===== config.mk =====
export PLATFORM = sky130hd
export DESIGN_NAME = payment_collector
export DESIGN_NICKNAME = d
export VERILOG_FILES = /design/src/rtl/payment_collector.sv
export SDC_FILE = /design/constraint.sdc
export NUM_CORES = 1
export LEC_CHECK = 0
export BUFFER_PORTS_ARGS = -buffer_cell sky130_fd_sc_hd__buf_2
export CAP_MARGIN = 40
export CORE_ASPECT_RATIO = 1.4
export CORE_MARGIN = 2
export CORE_UTILIZATION = 35
export CTS_BUF_LIST = sky130_fd_sc_hd__clkbuf_4
export DETAILED_ROUTE_END_ITERATION = 7
export HOLD_SLACK_MARGIN = 0.03
export PLACE_DENSITY = 0.64
export RECOVER_POWER = 100
export SYNTH_ARGS = -nofsm -noshare
export SYNTH_HDL_FRONTEND = slang
export SYNTH_SLANG_ARGS = --single-unit

===== constraint.sdc =====
create_clock -name clk -period 2.4 [get_ports clk]
set_input_delay 0.24 -clock clk [delete_from_list [all_inputs] [get_ports clk]]
set_output_delay 0.24 -clock clk [all_outputs]
set_load 0.005 [all_outputs]

===== src/rtl/payment_collector.sv =====
// payment_collector: upstream stage of the change maker.
// Accumulates coins into a credit register, accepts a product selection and
// hands {choice, payment} downstream over a valid/ready handshake once the
// credit covers the price. Cancel or an idle timeout refunds the credit.
// All outputs are registered; reset is synchronous and active-high.
//
// Optional build macro: PAYMENT_COLLECTOR_SALES_COUNT_EN adds the saturating
// sales_count output, bumped on every completed vend handshake.
//
// state   | meaning
// --------+------------------------------------------------------------
// IDLE    | no credit held; first valid coin starts a collection
// COLLECT | credit > 0; coins, select, cancel and idle timeout handled
// VEND    | vend transaction offered downstream, waiting for vend_ready
// REFUND  | single cycle presenting refund_valid / refund_amount
module payment_collector #(
    parameter int MAX_CREDIT     = 15,
    parameter int TIMEOUT_CYCLES = 1000,
    parameter int TIMER_W        = 10
) (
    input  logic       clk,
    input  logic       reset,
    input  logic       coin_valid,
    input  logic [1:0] coin_value,
    input  logic       select_valid,
    input  logic [1:0] select_choice,
    input  logic       cancel,
    input  logic       vend_ready,
    output logic       vend_valid,
    output logic [1:0] choice,
    output logic [3:0] payment,
    output logic [3:0] credit,
    output logic       coin_reject,
    output logic       insufficient,
    output logic       refund_valid,
    output logic [3:0] refund_amount,
    output logic       busy
`ifdef PAYMENT_COLLECTOR_SALES_COUNT_EN
    ,
    output logic [7:0] sales_count
`endif
);

    typedef enum logic [1:0] {
        ST_IDLE    = 2'd0,
        ST_COLLECT = 2'd1,
        ST_VEND    = 2'd2,
        ST_REFUND  = 2'd3
    } state_t;

    // Idle timer is a down-counter: reloaded on any strobe, refund fires
    // when it has sat at zero for a strobe-free COLLECT cycle.
    localparam logic [TIMER_W-1:0] TIMER_LOAD = TIMER_W'(TIMEOUT_CYCLES - 1);
    localparam logic [4:0]         MAX_SUM    = 5'(MAX_CREDIT);

    state_t             state_q, state_d;
    logic [TIMER_W-1:0] timer_q, timer_d;
    logic [3:0]         credit_d, payment_d, refund_amount_d;
    logic [1:0]         choice_d;
    logic               vend_valid_d, coin_reject_d, insufficient_d;
    logic               refund_valid_d, busy_d;

    logic               coin_ok, any_strobe, timer_done, price_met, sum_fits;
    logic [4:0]         coin_sum;
    logic [3:0]         price;

    function automatic logic [3:0] price_of(input logic [1:0] sel);
        logic [3:0] p;
        case (sel)
            2'b00:   p = 4'd4;
            2'b01:   p = 4'd3;
            2'b10:   p = 4'd2;
            default: p = 4'd1;
        endcase
        return p;
    endfunction

    // A zero-valued coin strobe is treated as no coin at all.
    assign coin_ok    = coin_valid && (coin_value != 2'd0);
    assign any_strobe = coin_ok || select_valid || cancel;
    assign timer_done = (timer_q == '0);
    assign price      = price_of(select_choice);
    assign price_met  = (credit >= price);
    assign coin_sum   = {1'b0, credit} + {3'b000, coin_value};
    assign sum_fits   = (coin_sum <= MAX_SUM);

    // State register.
    always_ff @(posedge clk) begin
        if (reset) begin
            state_q <= ST_IDLE;
        end else begin
            state_q <= state_d;
        end
    end

    // Next-state logic; in COLLECT cancel outranks select, select outranks coin.
    always_comb begin
        state_d = state_q;
        case (state_q)
            ST_IDLE: begin
                if (coin_ok) state_d = ST_COLLECT;
            end
            ST_COLLECT: begin
                if (cancel)
                    state_d = ST_REFUND;
                else if (select_valid && price_met)
                    state_d = ST_VEND;
                else if (!any_strobe && timer_done)
                    state_d = ST_REFUND;
            end
            ST_VEND: begin
                if (vend_valid && vend_ready) state_d = ST_IDLE;
            end
            ST_REFUND: begin
                state_d = ST_IDLE;
            end
            default: state_d = ST_IDLE;
        endcase
    end

    // Next values of the registered outputs and datapath.
    always_comb begin
        credit_d        = credit;
        timer_d         = timer_q;
        choice_d        = choice;
        payment_d       = payment;
        vend_valid_d    = vend_valid;
        coin_reject_d   = 1'b0;
        insufficient_d  = 1'b0;
        refund_valid_d  = 1'b0;
        refund_amount_d = 4'd0;
        busy_d          = (state_d == ST_VEND) || (state_d == ST_REFUND);
        case (state_q)
            ST_IDLE: begin
                if (select_valid) insufficient_d = 1'b1;
                if (coin_ok) begin
                    credit_d = {2'b00, coin_value};
                    timer_d  = TIMER_LOAD;
                end
            end
            ST_COLLECT: begin
                if (cancel) begin
                    refund_valid_d  = 1'b1;
                    refund_amount_d = credit;
                end else if (select_valid) begin
                    if (price_met) begin
                        choice_d     = select_choice;
                        payment_d    = credit;
                        vend_valid_d = 1'b1;
                    end else begin
                        insufficient_d = 1'b1;
                    end
                end else if (coin_ok) begin
                    if (sum_fits)
                        credit_d = coin_sum[3:0];
                    else
                        coin_reject_d = 1'b1;
                end
                if (any_strobe) begin
                    timer_d = TIMER_LOAD;
                end else if (timer_done) begin
                    refund_valid_d  = 1'b1;
                    refund_amount_d = credit;
                end else begin
                    timer_d = timer_q - 1'b1;
                end
            end
            ST_VEND: begin
                if (coin_ok) coin_reject_d = 1'b1;
                if (vend_valid && vend_ready) begin
                    vend_valid_d = 1'b0;
                    credit_d     = 4'd0;
                end
            end
            ST_REFUND: begin
                if (coin_ok) coin_reject_d = 1'b1;
                credit_d = 4'd0;
            end
            default: ;
        endcase
    end

    // Output and datapath registers; reset clears everything, including a pending vend.
    always_ff @(posedge clk) begin
        if (reset) begin
            timer_q       <= '0;
            credit        <= 4'd0;
            choice        <= 2'd0;
            payment       <= 4'd0;
            vend_valid    <= 1'b0;
            coin_reject   <= 1'b0;
            insufficient  <= 1'b0;
            refund_valid  <= 1'b0;
            refund_amount <= 4'd0;
            busy          <= 1'b0;
        end else begin
            timer_q       <= timer_d;
            credit        <= credit_d;
            choice        <= choice_d;
            payment       <= payment_d;
            vend_valid    <= vend_valid_d;
            coin_reject   <= coin_reject_d;
            insufficient  <= insufficient_d;
            refund_valid  <= refund_valid_d;
            refund_amount <= refund_amount_d;
            busy          <= busy_d;
        end
    end

`ifdef PAYMENT_COLLECTOR_SALES_COUNT_EN
    // Completed vend handshakes, saturating at 255.
    always_ff @(posedge clk) begin
        if (reset)
            sales_count <= 8'd0;
        else if (state_q == ST_VEND && vend_valid && vend_ready && sales_count != 8'hFF)
            sales_count <= sales_count + 8'd1;
    end
`endif

endmodule


== Word-level counts from Yosys, hierarchy flattened ==
Cells that the tools add are included.
Cells by class
  order comparisons: 2
  reduce and logical (&&, ||, !) cells: 20
  muxes and demuxes: 40
  equality and inequality tests: 16
  bitwise operators: 2
  $add $sub $neg: 2
Operator list (count)
  4-bit 2-to-1 mux: 9
  10-bit 2-to-1 mux: 3
  10-bit one-hot mux with 2 select lines: 1
  1-bit 2-to-1 mux: 16
  2-bit != test (second input constant): 8
  4-bit one-hot mux with 4 select lines: 1
  2-bit == test (second input constant): 5
  10-bit zero test: 1
  2-bit 2-to-1 mux: 5
  10-bit by 1-bit subtractor with 10-bit output (second input constant): 1
  3-bit one-hot mux with 3 select lines: 1
  2-bit one-hot mux with 4 select lines: 1
  1-bit one-hot mux with 2 select lines: 3
  6-bit AND reduction: 1
  2-bit nonzero test: 3
  4-bit by 2-bit adder with 5-bit output: 1
  5-bit by 4-bit less-or-equal comparator with 1-bit output (second input constant): 1
  5-bit AND reduction: 1
  2-bit by 1-bit == test with 1-bit output (second input constant): 2
  4-bit greater-or-equal comparator: 1
  1-bit logical AND: 4
  2-bit zero test: 2
  4-bit AND reduction: 1
  2-bit OR reduction: 2
  other kinds (5): 8
Word-level totals
  word-level logic and storage cells: 93
  output and inout bits: 19
  input port bits: 10
  flip-flop bits (word level): 31

== Longest topological paths before layout ==
Gate-level depths: netlist of run 1.
  word-level depth: 12
  depth in mapped cells: 8
  gate-level depth less buffers: 8

== Worst setup path after synthesis of run 1 ==
No wires, ideal clock.
  kind: register to register
  start point: register credit[0]
  end point: register credit[0]
  cell stages (with the launch flop): 7
  data arrival time: 2.061 ns
  data required time: 2.330 ns
  path buffers: 0
  slack: 0.269 ns
  clock period less this slack: 2.131 ns
  setup time: 0.070 ns
  path through: dfxtp_1 -> ha_1 -> fa_1 -> a311o_1 -> a21o_1 -> or4_1 -> a21oi_1
On the way
  longest elaborated chain between the ends: 6
  elaborated cells on any way between the ends: 9
  classes of those cells: add/sub (1); order compare (1); eq/ne (1); mux (5); reduce/logical (1)
Ends and longest elaborated chain
  from (decl): line 32  | output logic [3:0] credit,
  from (signal assigned): line 198  | credit <= credit_d;
  4-bit by 2-bit adder with 5-bit output (*): line 84  | assign coin_sum = {1'b0, credit} + {3'b000, coin_value};
  parallel branches: the longest is 5 deep, another holds 5-bit by 4-bit less-or-equal comparator with 1-bit output
Mark *: on every way between the ends. The select of a mux whose other input is x is not followed.
A chain may end at the register's enable or synchronous reset.

== Final worst setup path of run 1 ==
  start point: register credit[0]
  end point: register credit[1]
The elaborated chain is that of the path after synthesis.

==> impl_metrics.csv, run 1 <==
group,metric,value,unit
outcome,run_status,"complete, no violations",
detailed_routing,wl_per_cell,15.4,um
worst_setup_path,cp.buffers_inverters,0,
floorplan,die_area,5460,um2
worst_setup_path,path_cells,"ha_1 > fa_1 > a311o_1 > a21o_1 > or4_1 > a21oi_1",
global_route,grt_pass1_wl,7420,um
timing,slew_violations,0,
detailed_routing,dr_total_vias,1645,
yosys,synth_area,1710,um2
power_and_ir_drop,p_leak,0.766,nW
detailed_routing,wl,4450,um
timing,hold_violations,0,
cts,cts_sinks,31,
cells_and_area,multi_input_area,980,um2
floorplan,die_w,63.0,um
floorplan,rows,30,
worst_setup_path,endpoint_kind,"flop",
yosys,synth_edf_count,0,
worst_setup_path,max_stage_delay,0.47,ns
timing,tns,0,ns
cts,h-tree-depth,2,
cts,hold_buffers,0,
yosys,avgSynthCellArea,8.90,um2
global_route,grtUsageTotal,0.173,
worst_setup_path,startpoint_type,"flop",
cts,cts.repair.resized,0,
worst_setup_path,regToRegSetupSlack,0.18,ns
yosys,synth-warning-count,0,
cts,clockBufferDepth,2,
floorplan,core,4770,um2
floorplan,start_util,0.358,
cells_and_area,area_delta_synth_final,15.6,%
cells_and_area,n_antenna_cell,0,
power_and_ir_drop,peakVddDrop,0.206,mV
worst_setup_path,crit_family,"compound AO/OA/AOI/OAI gates",
timing,fin_crit,2.22,ns
timing,slew_headroom,0.536,
timing,fmax,0.450,GHz
timing,finalClockSkew,0.00963,ns
worst_setup_path,cp_num_cells,6,
min_path,min_path_type,"in2reg",
placement,place_congestion,0.854,
worst_setup_path,crit_path_max_fanout,3,
global_route,grt_max_degree,26,
cells_and_area,fin_util,0.414,
cts,post-cts-setup-buffer-count,0,
yosys,ys_types,50,
timing,rsz0062_at_grt,"no",
cts,path_clk_slew,0.11,ns
timing,finalSetupViolCount,0,
cts,insertion_delay,0.33,ns
timing,finalWorstSetupSlack,0.179,ns
worst_setup_path,worst_ep_required_time,2.67,ns
yosys,async_reset_ff_frac,0,
detailed_routing,first_iter_violations,81,
floorplan,io-pin-count,29,
detailed_routing,ant_nets,0,
placement,dp_slack,0.128,ns
cells_and_area,fillers,512,
detailed_routing,drcViolationCount,0,
worst_setup_path,critical_path_class,"reg2reg",
global_route,gr-total-overflow,0,
detailed_routing,firstDrtPassIters,4,
yosys,synth_top_flop_cell,"dfxtp_1",
worst_setup_path,reg2reg_depth,6,
cells_and_area,register_area,621,um2
yosys,syn_nets,211,
worst_setup_path,crit-reg2reg-launch,"credit[0]",
worst_setup_path,r2r_end,"credit[1]",
yosys,yosys_register_bits,31,
cts,root_buffer,"clkbuf_4",
yosys,yosysSeqAreaShare,0.363,
power_and_ir_drop,powerDensity,623,nW/um2
cells_and_area,nets,243,
worst_setup_path,cp-endpoint,"credit[1]",
yosys,syn_inst,192,
detailed_routing,vias_per_cell,5.69,
run,drv_cap,0,
placement,dp_cells,281,
cells_and_area,fin_cells,289,
floorplan,die_h,86.7,um
cts,cts_tree,"built",
placement,io_buffers,28,
worst_setup_path,crit_start,"credit[0]",
cts,cts-buffers-inserted,5,
worst_setup_path,slowest_stage,"or4_1",
global_route,grt_pass1_vias,1585,
cells_and_area,drive_above_1_share,0.173,
global_route,antenna_found_initial,0,
placement,dp_hpwl,3250,um
timing,finalCritPeriodShare,0.926,
worst_setup_path,arrival,2.49,ns
timing,worst_slew_pin_slew,0.689,ns
==> sequential cells by signal, summed over array words and instances, names as in the netlist <==
signal and count:
timer_q 10, credit 4, payment 4, refund_amount 4, choice 2, state_q 2, busy 1, coin_reject 1
insufficient 1, refund_valid 1, vend_valid 1
==> cells by family after synthesis <==
| logic type | share of synthesized area |
|---|---|
| AO/OA/AOI/OAI | 0.251 |
| adder cells (fa/ha/maj) | 0.0703 |
| buffers and inverters | 0.0527 |
| flip-flops | 0.363 |
| multiplexers | 0.0293 |
| AND/OR/NAND/NOR | 0.234 |
==> stage by stage <==
step | hold WS, ns | total power [mW] | area (um2)
finish | 0.129 | 1.23 | 1970
global route | 0.120 | 1.30 | 1970
CTS | 0.121 | 1.25 | 2010
detailed placement | 0.464 | 0.847 | 1940
global placement | 0.455 | 0.845 | 1940
floorplan | 0.359 | 0.759 | 1710
==> metal layers <==
layer  vias to the layer above  global-route usage  routed length [um]
met5                         -                   0                   0
met4                         0              0.0828                 117
met3                        12              0.0364                 151
met2                        42               0.315                2340
met1                       781               0.188                1840
li1                        810                   -                   -
==> layout make-up <==
type,instances,share of cell area
flip-flops and latches,31,0.314
multi-input cells,138,0.496
inverters,14,0.0266
repair buffers,34,0.0837
well taps,64,0.0406
clock buffers,5,0.0190
clock inverters,3,0.0196
==> power breakdown <==
group	total [mW]	internal (mW)	leakage (nW)	switching [mW]
Sequential	0.577	0.542	0.254	0.0349
Combinational	0.250	0.0962	0.470	0.154
Clock	0.404	0.214	0.0426	0.190
Total	1.23	0.853	0.766	0.378
==> synthesized netlist by cell type (2+ instances only) <==
library cell,count,area (um2)
o31ai_1,9,67.6
nor2b_1,3,18.8
inv_1,14,52.6
buf_2,3,15.0
nor4b_1,3,26.3
ha_1,8,100
and3_1,2,12.5
or4_1,2,15.0
nor3_1,16,80.1
nand4_1,6,37.5
o211ai_1,4,30.0
clkbuf_1,6,22.5
a31oi_1,3,18.8
o21a_1,2,15.0
mux2i_1,5,50.1
dfxtp_1,31,621
nor4_1,6,37.5
nand2_1,4,15.0
nor2_1,10,37.5
a211oi_1,3,22.5
nand3_1,2,10.0
a311oi_1,2,17.5
a21oi_1,14,70.1
o21ai_0,5,25.0
and2_1,3,18.8
a2111oi_2,2,30.0
==> layout by cell type, fill, tap and decap left out, drive strengths merged, types with 2 or more instances in the layout <==
cell     Yosys  final
a311oi       2      2
a2111oi      2      2
nor2b        3      3
inv         14     14
a21oi       15     15
o21a         2      2
dfxtp       31     31
nor4         6      6
a211oi       3      3
clkinv       0      2
nor2        10     10
o211ai       4      4
nor4b        4      4
o21ai        6      6
mux2i        5      5
o31ai        9      9
nand4        6      6
buf          3     24
a31oi        4      4
nand2        4      4
and2         3      3
nor3        16     16
nand3        2      2
clkbuf       6     15
or4          3      3
ha           8      8
and3         3      3
==> worst min path at each step <==
| stage | endpoint | startpoint | depth (start not counted) |
|---|---|---|---|
| 2_1_floorplan | vend_valid | vend_ready | 1 |
| 3_3_place_gp | payment[0] | payment[0] | 2 |
| 3_5_place_dp | payment[0] | payment[0] | 2 |
| 4_1_cts | vend_valid | vend_ready | 2 |
| 5_1_grt | vend_valid | vend_ready | 2 |
| 6_report | vend_valid | vend_ready | 2 |
No activity file was read; power rests on OpenSTA's default activity.
==> run 2, diff against run 1 <==
--- a/config.mk
+++ b/config.mk
@@ -5,15 +5,16 @@
 export SDC_FILE = /design/constraint.sdc
 export NUM_CORES = 1
 export LEC_CHECK = 0
+export ABC_AREA = 1
 export BUFFER_PORTS_ARGS = -buffer_cell sky130_fd_sc_hd__buf_2
 export CAP_MARGIN = 40
 export CORE_ASPECT_RATIO = 1.4
 export CORE_MARGIN = 2
-export CORE_UTILIZATION = 35
+export CORE_UTILIZATION = 58
 export CTS_BUF_LIST = sky130_fd_sc_hd__clkbuf_4
 export DETAILED_ROUTE_END_ITERATION = 7
 export HOLD_SLACK_MARGIN = 0.03
-export PLACE_DENSITY = 0.64
+export PLACE_DENSITY = 0.92
 export RECOVER_POWER = 100
 export SYNTH_ARGS = -nofsm -noshare
 export SYNTH_HDL_FRONTEND = slang
==> run 2 against run 1 <==
  * Non-clock buffer count down 5
  * First-iteration DRC count down 28%
  * Hold slack improved by 0.042 ns
  * Maximum frequency grew 9.6%
  * Register-to-register slack improved by 0.20 ns
  * Synthesized area barely moved
  * Critical path type unchanged
  * Final area shrank 4.1%
  * Largest power group unchanged
  * Critical endpoint unchanged
  * Sequential share of layout area grew 1.4 points
  * Clock skew rose by 0.0053 ns
  * Power rose by 13%
  * Setup slack better by 0.20 ns
==> impl_metrics.csv, run 2 <==
group,metric,value,unit
cells_and_area,nets,293,
worst_setup_path,path_cells,"ha_1 > fa_1 > nand2_1 > nor2_1 > o21ai_0 > nand3_1 > o21ai_0 > a21oi_1",
timing,finalCritPeriodShare,0.844,
placement,place_congestion,0.924,
yosys,yosys_register_bits,31,
power_and_ir_drop,peakVddDrop,0.501,mV
worst_setup_path,crit-reg2reg-launch,"credit[0]",
min_path,min_path_type,"in2reg",
min_path,min_path_cells,3,
yosys,synth_top_area_frac,0.363,
global_route,grtUsageTotal,0.267,
worst_setup_path,arrival,2.26,ns
detailed_routing,wl,4160,um
detailed_routing,vias_per_cell,5.48,
cts,root_buffer,"clkbuf_4",
cells_and_area,layout_common_cells,"nand2_1 (42), nor2_1 (41), dfxtp_1 (31)",
power_and_ir_drop,powerDensity,733,nW/um2
timing,rsz0062_at_grt,"no",
timing,finalSetupViolCount,0,
yosys,synth.most_common_cell,"nand2_1",
worst_setup_path,worst_ep_required_time,2.63,ns
detailed_routing,dr_total_vias,1711,
detailed_routing,firstDrtPassIters,4,
yosys,synth-warning-count,0,
power_and_ir_drop,power,1.39,mW
floorplan,die_h,68.2,um
global_route,grt_pass1_wl,6800,um
yosys,synth_area_leaders,"dfxtp_1 (36%), nand2_1 (9.0%), nor2_1 (8.8%)",
yosys,synth_edf_count,0,
cts,cts_sinks,31,
worst_setup_path,slowest_stage,"fa_1",
worst_setup_path,crit_path_max_fanout,7,
detailed_routing,first_iter_violations,58,
cts,hold_buffers,0,
cells_and_area,fillers,234,
detailed_routing,drcViolationCount,0,
cells_and_area,drive_above_1_share,0.135,
cells_and_area,largest_reg_flops,10,
cts,cts.repair.resized,0,
worst_setup_path,critical_path_class,"reg2reg",
timing,tns,0,ns
worst_setup_path,r2r_end,"credit[1]",
cells_and_area,n_antenna_cell,0,
cts,cts-buffers-inserted,5,
timing,fin_crit,2.03,ns
yosys,synth_top_flop_cell,"dfxtp_1",
yosys,async_reset_ff_frac,0,
floorplan,die_w,49.9,um
cts,clockBufferDepth,2,
yosys,syn_nets,263,
run,drv_cap,0,
yosys,synth_area,1710,um2
min_path,min_from,"select_choice[1]",
worst_setup_path,max_stage_delay,0.39,ns
floorplan,die_area,3400,um2
placement,dp_hpwl,2990,um
yosys,synth_common_cells,"nand2_1 (41), nor2_1 (40), dfxtp_1 (31), inv_1 (30), nand3_1 (22)",
min_path,hold_end,"choice[1]",
outcome,run_status,"complete, no violations",
cts,cts_tree,"built",
timing,slew_violations,0,
floorplan,io-pin-count,29,
global_route,grt_pass1_vias,1635,
cts,h-tree-depth,2,
timing,slew_headroom,0.717,
yosys,yosysSeqAreaShare,0.363,
cts,insertion_delay,0.35,ns
yosys,avgSynthCellArea,7.00,um2
yosys,ys_types,29,
cells_and_area,layout_commonest_cell,"nand2_1",
worst_setup_path,regToRegSetupSlack,0.37,ns
worst_setup_path,reg2reg_depth,8,
detailed_routing,wl_per_cell,13.3,um
yosys,syn_inst,244,
floorplan,rows,23,
floorplan,start_util,0.600,
global_route,antenna_found_initial,0,
yosys,synth_area_leader_cell,"dfxtp_1",
timing,finalClockSkew,0.0149,ns
worst_setup_path,endpoint_kind,"flop",
cts,post-cts-setup-buffer-count,0,
timing,worst_slew_pin_slew,0.423,ns
timing,fmax,0.494,GHz
cells_and_area,area_delta_synth_final,10.8,%
timing,timing.hold.ws,0.171,ns
worst_setup_path,crit_path_frequent_cell,"o21ai_0",
cts,path_clk_slew,0.09,ns
global_route,grt_max_degree,21,
cells_and_area,top_register,"timer_q",
global_route,gr-total-overflow,0,
detailed_routing,ant_nets,0,
floorplan,core,2850,um2
worst_setup_path,startpoint_type,"flop",
timing,hold_violations,0,
power_and_ir_drop,p_leak,0.847,nW
placement,io_buffers,28,
run 2: cell count changes in the layout (fill, tap and decap cells not counted), moves of 4 or more:
cell | before | now
a21oi_1 | 15 | 20
inv_1 | 14 | 30
mux2i_1 | 5 | 0
nand2_1 | 4 | 42
nand3_1 | 2 | 23
nor2_1 | 10 | 41
nor3_1 | 16 | 2
nor4_1 | 6 | 1
nor4b_1 | 4 | 0
o21ai_0 | 6 | 17
o31ai_1 | 9 | 0
run 2: kinds of logic after synthesis:
family                   count (synthesis)  synth area share
AO/OA/AOI/OAI                           42             0.136
XOR/XNOR                                 1           0.00513
adder cells (fa/ha/maj)                  9            0.0703
buffers and inverters                   37            0.0952
flip-flops                              31             0.363
AND/OR/NAND/NOR                        124             0.330
run 2: area by class of cell:
cell class / count / area, um2 / share of cell area
clock inverter: 1 / 5.00 / 0.00264
inverter: 31 / 116 / 0.0615
multi-input combinational: 176 / 916 / 0.484
timing repair buffer: 29 / 136 / 0.0720
tap: 37 / 46.3 / 0.0245
sequential: 31 / 621 / 0.328
clock buffer: 7 / 52.6 / 0.0278
run 2: where the power goes:
| group | switching (mW) | internal (mW) |
|---|---|---|
| Sequential | 0.0495 | 0.566 |
| Combinational | 0.292 | 0.157 |
| Clock | 0.185 | 0.137 |
run 2: worst max-delay path by stage:
stage / endpoint / cells past startpoint / slack [ns] / startpoint
final: credit[1] / 8 / 0.37 / credit[0]
after global routing: credit[3] / 8 / 0.23 / credit[0]
after CTS: credit[1] / 8 / 0.52 / credit[0]
after detailed placement: vend_valid / 13 / 0.42 / select_choice[0]
after global placement: vend_valid / 13 / 0.51 / select_choice[0]
after floorplan: vend_valid / 12 / 0.70 / select_choice[0]
run 2: layer usage:
metal	routed length, um	global-route usage	up-vias
met5	0	0	-
met4	112	0.184	0
met3	229	0.0546	14
met2	2200	0.497	64
met1	1610	0.265	775
li1	-	-	858
run 2: through the flow:
step           area, um2  utilization  std cells  setup WS, ns
5_1_grt             1890        0.664        312         0.226
2_1_floorplan       1710            -        244         0.696
4_1_cts             1910        0.672        312         0.519
3_3_place_gp        1860        0.652        304         0.511
3_5_place_dp        1860        0.652        304         0.416
6_report            1890        0.664        312         0.374
run 2: worst max-delay path, delay by kind of cell, from the launching register on:
kind | cells | cell delay, ns
DFF | 1 | 0.36
AOI/OAI and AO/OA | 3 | 0.55
and+or+nand+nor | 3 | 0.41
adders and majority gates | 2 | 0.61
